`config.mk`:
```
export PLATFORM = sky130hd
export DESIGN_NAME = hazard_scoreboard
export DESIGN_NICKNAME = d
export VERILOG_FILES = /design/src/rtl/hazard_scoreboard_pkg.sv /design/src/rtl/hazard_reg_counter.sv /design/src/rtl/hazard_scoreboard.sv
export SDC_FILE = /design/constraint.sdc
export NUM_CORES = 1
export LEC_CHECK = 0
export BUFFER_PORTS_ARGS = -buffer_cell sky130_fd_sc_hd__buf_2
export CELL_PAD_IN_SITES_DETAIL_PLACEMENT = 1
export CELL_PAD_IN_SITES_GLOBAL_PLACEMENT = 1
export CORE_UTILIZATION = 38
export DETAILED_ROUTE_END_ITERATION = 7
export GPL_TIMING_DRIVEN = 0
export PLACE_DENSITY_LB_ADDON = 0.1
export REMOVE_ABC_BUFFERS = 1
export SETUP_SLACK_MARGIN = 0.05
export SLEW_MARGIN = 20
export SYNTH_ARGS = -nofsm -noshare
export SYNTH_HDL_FRONTEND = slang
export SYNTH_HIERARCHICAL = 1
export SYNTH_SLANG_ARGS = --single-unit
```
`constraint.sdc`:
```
create_clock -name clk -period 2.6 [get_ports clk]
set_input_delay 0 -clock clk [delete_from_list [all_inputs] [get_ports clk]]
set_output_delay 0 -clock clk [all_outputs]
set_load 0.005 [all_outputs]
```
`src/rtl/hazard_scoreboard_pkg.sv`:
```
// Shared defaults and helpers for the load-latency hazard scoreboard.
package hazard_scoreboard_pkg;

  localparam int DEF_REG_ADDR_W = 4;
  localparam int DEF_NUM_REGS   = 2 ** DEF_REG_ADDR_W;
  localparam int MIN_LOAD_LAT   = 1;
  localparam int MAX_LOAD_LAT   = 15;

  // True when a load latency lies in the supported range.
  function automatic bit load_lat_ok(input int lat);
    return (lat >= MIN_LOAD_LAT) && (lat <= MAX_LOAD_LAT);
  endfunction

  // Countdown width able to hold LOAD_LAT, never narrower than one bit.
  function automatic int cnt_w(input int lat);
    int w;
    w = $clog2(lat + 1);
    return (w < 1) ? 1 : w;
  endfunction

endpackage

```
`src/rtl/hazard_reg_counter.sv`:
```
// One register's pending-load countdown: reload, clear, decrement to zero.
module hazard_reg_counter
  import hazard_scoreboard_pkg::*;
#(
  parameter int CNT_W    = 1,
  parameter int LOAD_VAL = 1
) (
  input  logic clk,
  input  logic rst_n,
  input  logic i_load,
  input  logic i_clear,
  output logic o_busy
);

  localparam logic [CNT_W-1:0] LOAD_CNT = CNT_W'(LOAD_VAL);
  localparam logic [CNT_W-1:0] CNT_ONE  = CNT_W'(1);

  logic [CNT_W-1:0] r_cnt;

  // Reload wins over clear and decrement; otherwise count down and rest at zero.
  always_ff @(posedge clk or negedge rst_n) begin
    if (!rst_n) begin
      r_cnt <= '0;
    end else if (i_load) begin
      r_cnt <= LOAD_CNT;
    end else if (i_clear) begin
      r_cnt <= '0;
    end else if (r_cnt != '0) begin
      r_cnt <= r_cnt - CNT_ONE;
    end
  end

  assign o_busy = (r_cnt != '0);

endmodule

```
`src/rtl/hazard_scoreboard.sv`:
```
// Multi-cycle load-use scoreboard: per-register countdowns, ID stall, stall counter.
module hazard_scoreboard
  import hazard_scoreboard_pkg::*;
#(
  parameter int REG_ADDR_W  = DEF_REG_ADDR_W,
  parameter int NUM_REGS    = DEF_NUM_REGS,
  parameter int LOAD_LAT    = 1,
  parameter int ZERO_REG_EN = 0,
  parameter int STALL_CNT_W = 16
) (
  input  logic                   clk,
  input  logic                   rst_n,
  input  logic                   issue_valid,
  input  logic                   issue_mem_read,
  input  logic                   issue_reg_write,
  input  logic [REG_ADDR_W-1:0]  issue_dst,
  input  logic                   id_valid,
  input  logic                   id_immd,
  input  logic [REG_ADDR_W-1:0]  id_src1,
  input  logic [REG_ADDR_W-1:0]  id_src2,
  input  logic                   flush,
  output logic                   stall,
  output logic [NUM_REGS-1:0]    busy_mask,
  output logic [STALL_CNT_W-1:0] stall_count
);

  localparam int CNT_W = cnt_w(LOAD_LAT);
  localparam logic [STALL_CNT_W-1:0] STALL_ONE = STALL_CNT_W'(1);

  if (!load_lat_ok(LOAD_LAT)) begin : g_bad_lat
    $error("hazard_scoreboard: LOAD_LAT out of range 1..15");
  end
  if (NUM_REGS != (2 ** REG_ADDR_W)) begin : g_bad_regs
    $error("hazard_scoreboard: NUM_REGS must equal 2**REG_ADDR_W");
  end

  logic [NUM_REGS-1:0] w_busy;
  logic [NUM_REGS-1:0] w_load;
  logic [NUM_REGS-1:0] w_clear;
  logic                w_src1_hit;
  logic                w_src2_hit;
  logic                w_stall;
  logic                w_eff_issue;
  logic                w_dst_ok;
  logic [STALL_CNT_W-1:0] r_stall_count;

  // Source match against pending loads; register 0 is exempt when hardwired.
  always_comb begin
    w_src1_hit = w_busy[id_src1];
    w_src2_hit = w_busy[id_src2];
    if (ZERO_REG_EN != 0) begin
      if (id_src1 == '0) w_src1_hit = 1'b0;
      if (id_src2 == '0) w_src2_hit = 1'b0;
    end
    w_stall     = id_valid & ~flush & (w_src1_hit | (~id_immd & w_src2_hit));
    w_eff_issue = issue_valid & ~w_stall & ~flush;
    w_dst_ok    = !((ZERO_REG_EN != 0) && (issue_dst == '0));
  end

  // Per-register decode of the effective issue into reload / clear strobes.
  always_comb begin
    w_load  = '0;
    w_clear = '0;
    for (int r = 0; r < NUM_REGS; r++) begin
      if (w_eff_issue && issue_reg_write && (issue_dst == REG_ADDR_W'(r))) begin
        w_load[r]  = issue_mem_read & w_dst_ok;
        w_clear[r] = ~issue_mem_read;
      end
    end
  end

  for (genvar g = 0; g < NUM_REGS; g++) begin : g_reg
    hazard_reg_counter #(
      .CNT_W    (CNT_W),
      .LOAD_VAL (LOAD_LAT)
    ) u_cnt (
      .clk     (clk),
      .rst_n   (rst_n),
      .i_load  (w_load[g]),
      .i_clear (w_clear[g]),
      .o_busy  (w_busy[g])
    );
  end

  // Saturating count of cycles spent stalled.
  always_ff @(posedge clk or negedge rst_n) begin
    if (!rst_n) begin
      r_stall_count <= '0;
    end else if (w_stall && (r_stall_count != '1)) begin
      r_stall_count <= r_stall_count + STALL_ONE;
    end
  end

  assign stall       = w_stall;
  assign busy_mask   = w_busy;
  assign stall_count = r_stall_count;

endmodule

```
Yosys cells after proc, flatten, opt, wreduce, memory -nomap -nowiden
Cells that the tools add are included.

Register bits: 32. Output and inout port bits: 33.

$add $sub $neg: 17. Order comparisons: 2. Equal/unequal tests: 16. Muxes and demuxes: 84. Bitwise logic cells: 10. Reduce and logical (&&, ||, !) cells: 19.

Operator list (number): $mux 1 (82); $eq 4x4->1 const B (8); $logic_and 1x1->1 (18); $add 16x1->16 const B (1); $eq 4x3->1 const B (4); $ne 16x16->1 const B (1); $sub 1x1->1 const B (16); $lt 4x5->1 const B (2); $bmux 1 s4 (2); $eq 4x2->1 const B (2); $and 1x1->1 (5); $eq 4x1->1 const B (1); $logic_not 4->1 (1); $not 1->1 (4); $or 1x1->1 (1).

Longest topological paths before layout
Gate-level depths: netlist (run 1).

Depth in word-level cells: 13. Gate-level depth with buffers: 8. Mapped depth without buffers: 6.

Cells and area by module
Netlist (run 1), hierarchy kept.

Modules (own cells, without submodules): hazard_scoreboard (instances 1, cells an instance 151, area each 1336.3 µm², seq. area each 400.4 µm²); hazard_reg_counter (instances 16, cells an instance 1, area each 25.0 µm², seq. area each 25.0 µm²).

Least setup slack after synthesis (run 1)
No wires, ideal clock.

Path kind: flip-flop to flip-flop. From: register g_reg[11].u_cnt.r_cnt. To: register r_stall_count[1], in the netlist stall_count[1]. Library setup time: 125 ps. Data arrival time: 1886 ps. Slack: 589 ps. Stages on the path, launching flop included: 7. Buffers on the path: 0. Clock period less this slack: 2011 ps. Path through: dfrtp_1 mux4_1 mux2_2 mux2i_4 a311oi_4 nand2_1 mux2_2.

Longest elaborated chain between the ends: 6.

RTL lines: start, declared (RTL line hazard_reg_counter.sv:18) `logic [CNT_W-1:0] r_cnt;`; start signal, assigned (RTL line hazard_reg_counter.sv:29) `r_cnt <= r_cnt - CNT_ONE;`; $bmux 1 s4 (RTL line hazard_scoreboard.sv:50) `w_src2_hit = w_busy[id_src2];`; $mux 1 (not written as such) (RTL line hazard_scoreboard.sv:50); $and 1x1->1 (RTL line hazard_scoreboard.sv:55) `w_stall = id_valid & ~flush & (w_src1_hit | (~id_immd & w_src2_hit));`; $or 1x1->1 * (RTL line hazard_scoreboard.sv:55); $and 1x1->1 * (RTL line hazard_scoreboard.sv:55); $logic_and 1x1->1 * (RTL line hazard_scoreboard.sv:89) `end else if (w_stall && (r_stall_count != '1)) begin`; end signal, assigned (RTL line hazard_scoreboard.sv:90) `r_stall_count <= r_stall_count + STALL_ONE;`; end, declared (RTL line hazard_scoreboard.sv:45) `logic [STALL_CNT_W-1:0] r_stall_count;`.

Every way passes the cells marked *; elsewhere a longest branch is shown, timed or not. The select of a mux whose other input is x is not followed. A chain may end at the register's enable or synchronous reset.

Final worst setup path (run 1)
From: register g_reg[5].u_cnt.r_cnt. To: register g_reg[10].u_cnt.r_cnt.

RTL lines: start, declared (RTL line hazard_reg_counter.sv:18); start signal, assigned (RTL line hazard_reg_counter.sv:29); $bmux 1 s4 (RTL line hazard_scoreboard.sv:50); $mux 1 (not written as such) (RTL line hazard_scoreboard.sv:50); $and 1x1->1 (RTL line hazard_scoreboard.sv:55); $or 1x1->1 * (RTL line hazard_scoreboard.sv:55); $and 1x1->1 * (RTL line hazard_scoreboard.sv:55); $not 1->1 * (RTL line hazard_scoreboard.sv:56) `w_eff_issue = issue_valid & ~w_stall & ~flush;`; $and 1x1->1 * (2 in series) (RTL line hazard_scoreboard.sv:56); $logic_and 1x1->1 * (2 in series) (RTL line hazard_scoreboard.sv:65) `if (w_eff_issue && issue_reg_write && (issue_dst == REG_ADDR_W'(r))) begin`; $mux 1 * (RTL line hazard_scoreboard.sv:65); via w_load[10] (RTL line hazard_scoreboard.sv:38) `logic [NUM_REGS-1:0] w_load;`; $mux 1 * (RTL line hazard_reg_counter.sv:24) `end else if (i_load) begin`; end signal, assigned (RTL line hazard_reg_counter.sv:29); end, declared (RTL line hazard_reg_counter.sv:18).

Mark *: on every way through the listed nets, which the timed path passes. The rest lies on a longest branch. The select of a mux whose other input is x is not followed.

==> summary.txt, run 1 <==
Outcome
  – Outcome: complete, no violations

Placement
  – Placed cells: about 240
  – Final HPWL DP: 3.15 mm
  – Placement Cell Area: 1940 sq um
  – GPL Wtd Cong: 0.736
  – Post-place setup slack: 174 ps
  – # port buffers: 52

Worst setup path
  – Crit end category: register
  – Critical path class: reg2reg
  – WP data required: 2810 ps
  – Slowest cell delay on critical path: 490 ps
  – Critical path's top delay family: multiplexers
  – Worst EP arrival: 2640 ps
  – Critical Path Fanout Max: 18
  – Crit path max-delay cell type: mux4_2
  – Crit path launch type: register
  – Critical path buffer and inverter count: 1
  – Crit-path cells: mux4_2 -> mux2_2 -> mux2i_4 -> a311oi_4 -> buf_6 -> or3b_4 -> nor2_1

STA
  – Post-route setup slack: 171 ps
  – Fin Clk Skew: 8.88 ps
  – Slew Limit Fails: 0
  – Final Hold Viols: 0
  – Worst-Margin Slew: approximately 860 ps
  – Final Setup Violations: 0
  – Final Cycle Share: 93.4%
  – Fmax: 412 MHz
  – Slew HR: 42.9%
  – Unrepaired setup endpoints after global routing: no
  – Hold WS: roughly 25 ps
  – Final min period: 2430 ps

Yosys
  – Yosys Warn Count: 6
  – Syn_area_per_cell: around 11 sq um
  – Post-Syn Instances: 146
  – Synth Cell Area: between 1500 and 2000 sq um

Floorplan
  – Die Area: 4580 sq um
  – DIE WIDTH: 67.7 um
  – Die height: 67.7 um
  – Row cnt: 23
  – Initial core utilization: 40.1%
  – Top-level I/O count: 53
  – CORE AREA: 4090 sq um

Clock tree
  – Deepest clock path buffer count: 2
  – Worst skew pair latency: 280 ps
  – CTS tree: done
  – Root buf cell: clkbuf_8
  – Post-CTS setup buffers: 0
  – H-tree levels: 2
  – CTS Buf Count: 5
  – Reg clk slew, reported paths: 70 ps
  – Clock sinks: 32

Final layout
  – Most frequent cells in the layout: 52 x buf_2, 32 x dfrtp_1, 15 x nor3_1
  – P&R area growth vs syn: 24.3%
  – Final core occ: about half
  – Fin cells: 250
  – Ant. Diodes: 0
  – Nets: 220
  – Final Instance Area: 2040 sq um
  – Commonest non-fill, non-tap cell in the layout: buf_2
  – Layout cells sized above 1: a little over a third

Routing
  – Drt pass-1 iters: 4
  – Avg Vias per Cell: 5.31
  – Final ANT Viol Nets: 0
  – DRC viols: 0
  – Routed wire length: 4.14 mm
  – Via Count: roughly 1300
  – WL/cell: roughly 17 um
  – Number of DRC markers in iteration 0: 56

Global routing
  – Initial antenna violation count: 0
  – Vias in the first global route: 1351
  – Grt total ovfl: 0
  – GRT Total Usage: about a fifth
  – First-pass GRT wire length: 6.75 mm
  – Largest net degree at the start of global routing: 33

Power
  – Standby leakage power: 1.04 nW
  – PwrDens: 519 nW/um^2
  – Worst VDD drop: 0.000460 V

Job
  – Max_cap viols: 0

Min path
  – Worst hold path class: in2reg
[repair_timing]
action / in CTS / in global routing
hold endpoints to repair: 32 / 0
gates resized for setup: 0 / 0
hold buffers: 1 / 0
[report_power, final]
| group | switching (mW) | internal (mW) |
|---|---|---|
| Combinational | 0.0612 | 0.0650 |
| Sequential | 0.0233 | 0.522 |
| Clock | 0.171 | 0.216 |
| Total | 0.255 | 0.803 |
[sequential cells by signal, summed over array words and instances (netlist names)]
name and count:
g.u_cnt/o_busy 16, stall_count 16
[area by class of cell]
cell class	instances	area, sq um
fillers	485	2050
multi-input cells	101	786
repair buffers	54	282
flip-flops and latches	32	801
inverters	5	18.8
clock buffers	8	90.1
well taps	50	62.6
[per-stage QoR]
stage | setup TNS [ps] | power, mW
2_1_floorplan | 0 | 0.610
3_3_place_gp | -38.0 | 0.674
3_5_place_dp | 0 | 0.683
4_1_cts | 0 | 1.08
5_1_grt | 0 | 1.11
6_report | 0 | 1.06
[worst min-delay path, cell delays in order]
cell    delay [ps]
buf_2          120
or3b_4         120
nor2_1          30
[routing by layer]
| layer | part of all wire [%] | global-route usage [%] | vias to the layer above | routed length (um) |
|---|---|---|---|---|
| li1 | - | - | 630 | - |
| met1 | 47 | 26.9 | 650 | 1940 |
| met2 | 47 | 32.5 | 41 | 1930 |
| met3 | 5.0 | 5.24 | 7 | 207 |
| met4 | 1.5 | 7.71 | 0 | 60 |
| met5 | 0 | 0 | - | 0 |
[path summary, 6_finish.rpt]
check | from | end | slack [ps] | cells past startpoint
min | issue_dst[2] | g_reg[10].u_cnt/o_busy$_DFF_PN0_ | 30 | 3
max | g_reg[5].u_cnt/o_busy$_DFF_PN0_ | g_reg[10].u_cnt/o_busy$_DFF_PN0_ | 170 | 7
max reg2reg | g_reg[5].u_cnt/o_busy$_DFF_PN0_ | g_reg[10].u_cnt/o_busy$_DFF_PN0_ | 170 | 7
min reg2reg | stall_count[10]$_DFFE_PN0P_ | stall_count[10]$_DFFE_PN0P_ | 500 | 1
max in group asynchronous | rst_n | g_reg[13].u_cnt/o_busy$_DFF_PN0_ | 1830 | 2
min in group asynchronous | rst_n | g_reg[10].u_cnt/o_busy$_DFF_PN0_ | 310 | 2
Note: power is estimated with default switching activity, not from simulation.
==> run 2, diff against run 1 <==
Settings changed: ABC_AREA set to 1, CORE_UTILIZATION 38 to 39.
==> run 2 against run 1 <==
  * Count of clock-buffer cells in the layout stayed put
  * Synthesized cell count rose by 100%
  * Combinational power grew 120%
  * Die area increased by 34%
  * Cell count is 66% higher
  * Flip-flop and latch count unchanged
  * Fmax increased by 25%
  * Clock power increased by 2%
  * Sequential share of layout area down 8.7 points
  * Largest power group unchanged
==> summary.txt, run 2 <==
Global routing
  – Vias in the first global route: 1946
  – GRT Total Usage: a little under a fifth
  – First-pass GRT wire length: 9.10 mm
  – Largest net degree at the start of global routing: 33
  – Initial antenna violation count: 0
  – Grt total ovfl: 0

Clock tree
  – Root buf cell: clkbuf_8
  – CTS Buf Count: 5
  – CTS resizes: 0
  – Post-CTS setup buffers: 0
  – Worst skew pair latency: 280 ps
  – CTS tree: done
  – Hold_buf cts: 1
  – H-tree levels: 2
  – Reg clk slew, reported paths: 70 ps
  – Clock sinks: 32
  – Deepest clock path buffer count: 2

Min path
  – Hold Path Origin: issue_dst[2]
  – Worst hold path depth: 4
  – Worst Hold Endpoint: g_reg[2].u_cnt/o_busy$_DFF_PN0_
  – Worst hold path class: in2reg

Power
  – Overall Power: 1.25 mW
  – Worst VDD drop: 0.000266 V
  – PwrDens: 478 nW/um^2
  – Standby leakage power: 1.23 nW

Final layout
  – Multi-input logic area: 1140 sq um
  – P&R area growth vs syn: 15.5%
  – Filler cell count: slightly above 700
  – Most frequent cells in the layout: 57 x inv_1, 52 x buf_2, 39 x nor2_1
  – Nets: 364
  – Layout cells sized above 1: 32.3%
  – Commonest non-fill, non-tap cell in the layout: inv_1
  – Register area: 801 sq um
  – Ant. Diodes: 0

STA
  – Final Cycle Share: 74.8%
  – Hold WS: approximately 56 ps
  – Unrepaired setup endpoints after global routing: no
  – Final Setup Violations: 0
  – Slew Limit Fails: 0
  – Fmax: 514 MHz
  – Final min period: 1940 ps
  – Worst-Margin Slew: 793 ps
  – Setup_tns: 0 ps
  – Final Hold Viols: 0
  – Fin Clk Skew: 11.7 ps
  – Slew HR: between 40% and 50%

Routing
  – Routed wire length: about 5.3 mm
  – Avg Vias per Cell: 4.74
  – Number of DRC markers in iteration 0: 46
  – Via Count: 1972
  – WL/cell: 12.7 um
  – Final ANT Viol Nets: 0
  – DRC viols: 0
  – Drt pass-1 iters: 4

Worst setup path
  – Crit path launch type: register
  – Worst EP arrival: 2080 ps
  – R2R Path End: stall_count[0]$_DFFE_PN0P_
  – Critical path's top delay family: simple AND/OR/NAND/NOR gates
  – Critical path buffer and inverter count: 1
  – Crit path max-delay cell type: dfrtp_1
  – Crit-path cells: ha_1 -> nand3_1 -> inv_1 -> nand4_1 -> nand3_4 -> xor2_1
  – Worst-case reg-to-reg path depth: 6
  – WP data required: approximately 2700 ps
  – Critical path class: reg2reg
  – Crit end category: register
  – Reg2reg start: stall_count[0]$_DFFE_PN0P_
  – Slowest cell delay on critical path: 440 ps
  – Critical Path Fanout Max: 31
  – FF-to-FF setup slack: 660 ps

Floorplan
  – Row cnt: 27
  – Initial core utilization: between 40% and 50%
  – CORE AREA: 5570 sq um
  – Die height: 78.3 um
  – DIE WIDTH: about 80 um
  – Die Area: 6130 sq um
  – Top-level I/O count: 53

Outcome
  – Outcome: complete, no violations

Yosys
  – Synth Cell Area: 2270 sq um
  – Post-Syn Instances: 293
  – Syn_area_per_cell: 7.75 sq um
  – Yosys Warn Count: 6

Placement
  – # port buffers: 52
  – Final HPWL DP: 4.27 mm
  – GPL Wtd Cong: 0.792

Job
  – Max_cap viols: 0
[run 2: cell type report]
| type | count | area share, % |
|---|---|---|
| timing repair buffer | 53 | 10.3 |
| inverter | 60 | 8.68 |
| tap | 72 | 3.44 |
| sequential | 32 | 30.5 |
| clock buffer | 8 | 3.44 |
| multi-input combinational | 191 | 43.6 |
[run 2: tightest hold or removal path: cells and delay by family]
kind,cells,cell delay (ps)
buf+inv,1,100
simple gates,3,190
[run 2: worst max-delay path by stage]
stage	startpoint	end	slack (ps)	cells past startpoint
finish	stall_count[0]$_DFFE_PN0P_	stall_count[0]$_DFFE_PN0P_	660	6
global route	stall_count[0]$_DFFE_PN0P_	stall_count[0]$_DFFE_PN0P_	480	6
CTS	stall_count[0]$_DFFE_PN0P_	stall_count[0]$_DFFE_PN0P_	600	6
detailed placement	stall_count[0]$_DFFE_PN0P_	stall_count[0]$_DFFE_PN0P_	610	6
global placement	stall_count[0]$_DFFE_PN0P_	stall_count[0]$_DFFE_PN0P_	630	6
floorplan	stall_count[0]$_DFFE_PN0P_	stall_count[0]$_DFFE_PN0P_	840	6
[run 2: layer usage]
metal / global-route usage [%] / share of wire (%)
met5: 0 / 0
met4: 5.56 / 0.83
met3: 3.26 / 3.5
met2: 28.7 / 43
met1: 27.9 / 53
[run 2: power breakdown]
part / internal (mW) / switching, mW
registers: 0.529 / 0.0559
clock network: 0.216 / 0.179
logic: 0.111 / 0.162
total: 0.855 / 0.397
[run 2: per-stage QoR]
step	cell area (sq um)	instances	utilization, %	setup slack, ps
6_report	2620	416	47.0	655
5_1_grt	2620	416	47.0	480
4_1_cts	2620	416	47.0	604
3_5_place_dp	2520	407	45.3	613
3_3_place_gp	2520	407	45.3	635
2_1_floorplan	2170	283	-	841
==> run 3, diff against run 2 <==
Clock period 2.6 ns to 1.9 ns, I/O delays scaled along.
==> run 3 against run 2 <==
  * Via count rose by 2.4%
  * Count of clock-buffer cells in the layout did not move
  * Utilization rose by 1.6 points
  * Worst setup slack got worse by 470 ps
  * Sequential share of layout area fell by 0.92 points
  * First-iteration DRC count rose by 28%
  * Register-to-register slack got worse by 470 ps
  * Global-route usage rose by 0.77 points
  * Sequential power rose by 38%
  * Critical path depth rose by 1
  * Largest power group unchanged
==> summary.txt, run 3 (synthesis results as in run 2) <==
Routing
  – WL/cell: 13.5 um
  – Drt pass-1 iters: 4
  – Via Count: 2019
  – Final ANT Viol Nets: 0
  – DRC viols: 0
  – Avg Vias per Cell: 4.80
  – Number of DRC markers in iteration 0: 59
  – Routed wire length: 5.68 mm

Global routing
  – Grt total ovfl: 0
  – Largest net degree at the start of global routing: 33
  – Vias in the first global route: about 2000
  – Initial antenna violation count: 0
  – GRT Total Usage: between 10% and 20%
  – First-pass GRT wire length: 9.42 mm

Power
  – Flop pwr share: 46.1%
  – Overall Power: 1.75 mW
  – Standby leakage power: approximately 1.3 nW
  – Combinational group share of total power: 23.0%
  – Internal: ~1.2 mW
  – Sw Ratio: between 30% and 40%
  – Worst VDD drop: 0.000378 V
  – Clk pwr share: a little under a third
  – PwrDens: 645 nW/um^2
  – Net switching power figure: 554 uW

Placement
  – # port buffers: 52
  – Final HPWL DP: 4.27 mm
  – Placed cells: 407
  – Post-place setup slack: -87.0 ps
  – Placement Cell Area: 2520 sq um
  – GPL Wtd Cong: 0.792

Worst setup path
  – Crit end category: register
  – Crit path launch type: register
  – FF-to-FF setup slack: 180 ps
  – Critical Path Fanout Max: 11
  – WP data required: approximately 2100 ps
  – Reg2reg start: stall_count[1]$_DFFE_PN0P_
  – Worst-case reg-to-reg path depth: 7
  – R2R Path End: stall_count[0]$_DFFE_PN0P_
  – Critical path class: reg2reg
  – Crit. Startpoint: stall_count[1]$_DFFE_PN0P_
  – Worst EP arrival: 1920 ps
  – CP endpoint: stall_count[0]$_DFFE_PN0P_

Clock tree
  – Clock sinks: 32
  – Deepest clock path buffer count: 2
  – CTS Buf Count: 5
  – Root buf cell: clkbuf_8
  – Reg clk slew, reported paths: 70 ps
  – CTS tree: done
  – H-tree levels: 2
  – Worst skew pair latency: 280 ps

STA
  – Fin Clk Skew: approximately 11 ps
  – Post-route setup slack: 183 ps
  – Unrepaired setup endpoints after global routing: no
  – Worst-Margin Slew: a little over 800 ps
  – Final min period: 1720 ps
  – Final Hold Viols: 0
  – Setup_tns: 0 ps
  – Slew Limit Fails: 0
  – Fmax: 582 MHz
  – Final Setup Violations: 0
  – Slew HR: a little under half
  – Hold WS: 54.7 ps
  – Final Cycle Share: 90.4%

Final layout
  – Final Instance Area: about 2700 sq um
  – Layout cells sized above 1: 34.1%
  – Commonest non-fill, non-tap cell in the layout: inv_1
  – P&R area growth vs syn: 19.4%
  – Ant. Diodes: 0
  – Final core occ: 48.7%
  – Most frequent cells in the layout: 57 x inv_1, 52 x buf_2, 39 x nor2_1
  – Fin cells: 421
  – Nets: between 300 and 400

Min path
  – Worst hold path class: in2reg

Floorplan
  – Top-level I/O count: 53
  – Die Area: 6130 sq um
  – Initial core utilization: 40.7%
  – DIE WIDTH: roughly 80 um
  – Row cnt: 27
  – CORE AREA: 5570 sq um
  – Die height: 78.3 um

Outcome
  – Outcome: complete, no violations

Job
  – Max_cap viols: 0
run 3: what timing repair did:
item	4_1_cts	5_1_grt
resized for setup	1	3
endpoints found under the setup margin	16	16
cloned	1	0
hold endpoints to repair	32	0
hold buffers	1	0
pin swaps	1	1
buffers inserted	2	2
run 3: layer usage:
metal  part of all wire [%]  vias up  wire length, um  GRT usage (%)
li1                       -     1024                -              -
met1                     52      949             2960           29.0
met2                     44       41             2480           30.2
met3                    3.4        5              192           3.26
met4                   0.83        0               47           5.56
met5                      0        -                0              0
run 3: critical path, stage by stage (launching register included):
cell and delay, ps:
dfrtp_2 420, ha_2 220, nand3_1 160, inv_1 130, nand4_1 260, nand3_4 160
buf_12 150, xor2_1 140
run 3: layout make-up:
class	instances	area [sq um]
flip-flops and latches	32	803
fillers	719	2860
inverters	60	228
multi-input cells	192	1160
clock buffers	8	90.1
repair buffers	57	338
well taps	72	90.1
run 3: power by group through the flow:
| stage | Clock, mW | Sequential, mW | Combinational (mW) |
|---|---|---|---|
| 2_1_floorplan | 0 | 0.804 | 0.244 |
| 3_3_place_gp | 0 | 0.811 | 0.365 |
| 3_5_place_dp | 0 | 0.815 | 0.382 |
| 4_1_cts | 0.562 | 0.802 | 0.399 |
| 5_1_grt | 0.599 | 0.815 | 0.457 |
| 6_report | 0.541 | 0.806 | 0.402 |
run 3: worst min path at each step:
stage	start	end	slack, ps	cells after the start
6_report	issue_dst[2]	g_reg[2].u_cnt/o_busy$_DFF_PN0_	50	4
5_1_grt	issue_dst[2]	g_reg[2].u_cnt/o_busy$_DFF_PN0_	80	4
4_1_cts	issue_dst[2]	g_reg[2].u_cnt/o_busy$_DFF_PN0_	60	4
3_5_place_dp	rst_n	g_reg[13].u_cnt/o_busy$_DFF_PN0_	110	1
3_3_place_gp	rst_n	g_reg[13].u_cnt/o_busy$_DFF_PN0_	100	1
2_1_floorplan	rst_n	g_reg[0].u_cnt/o_busy$_DFF_PN0_	-300	0
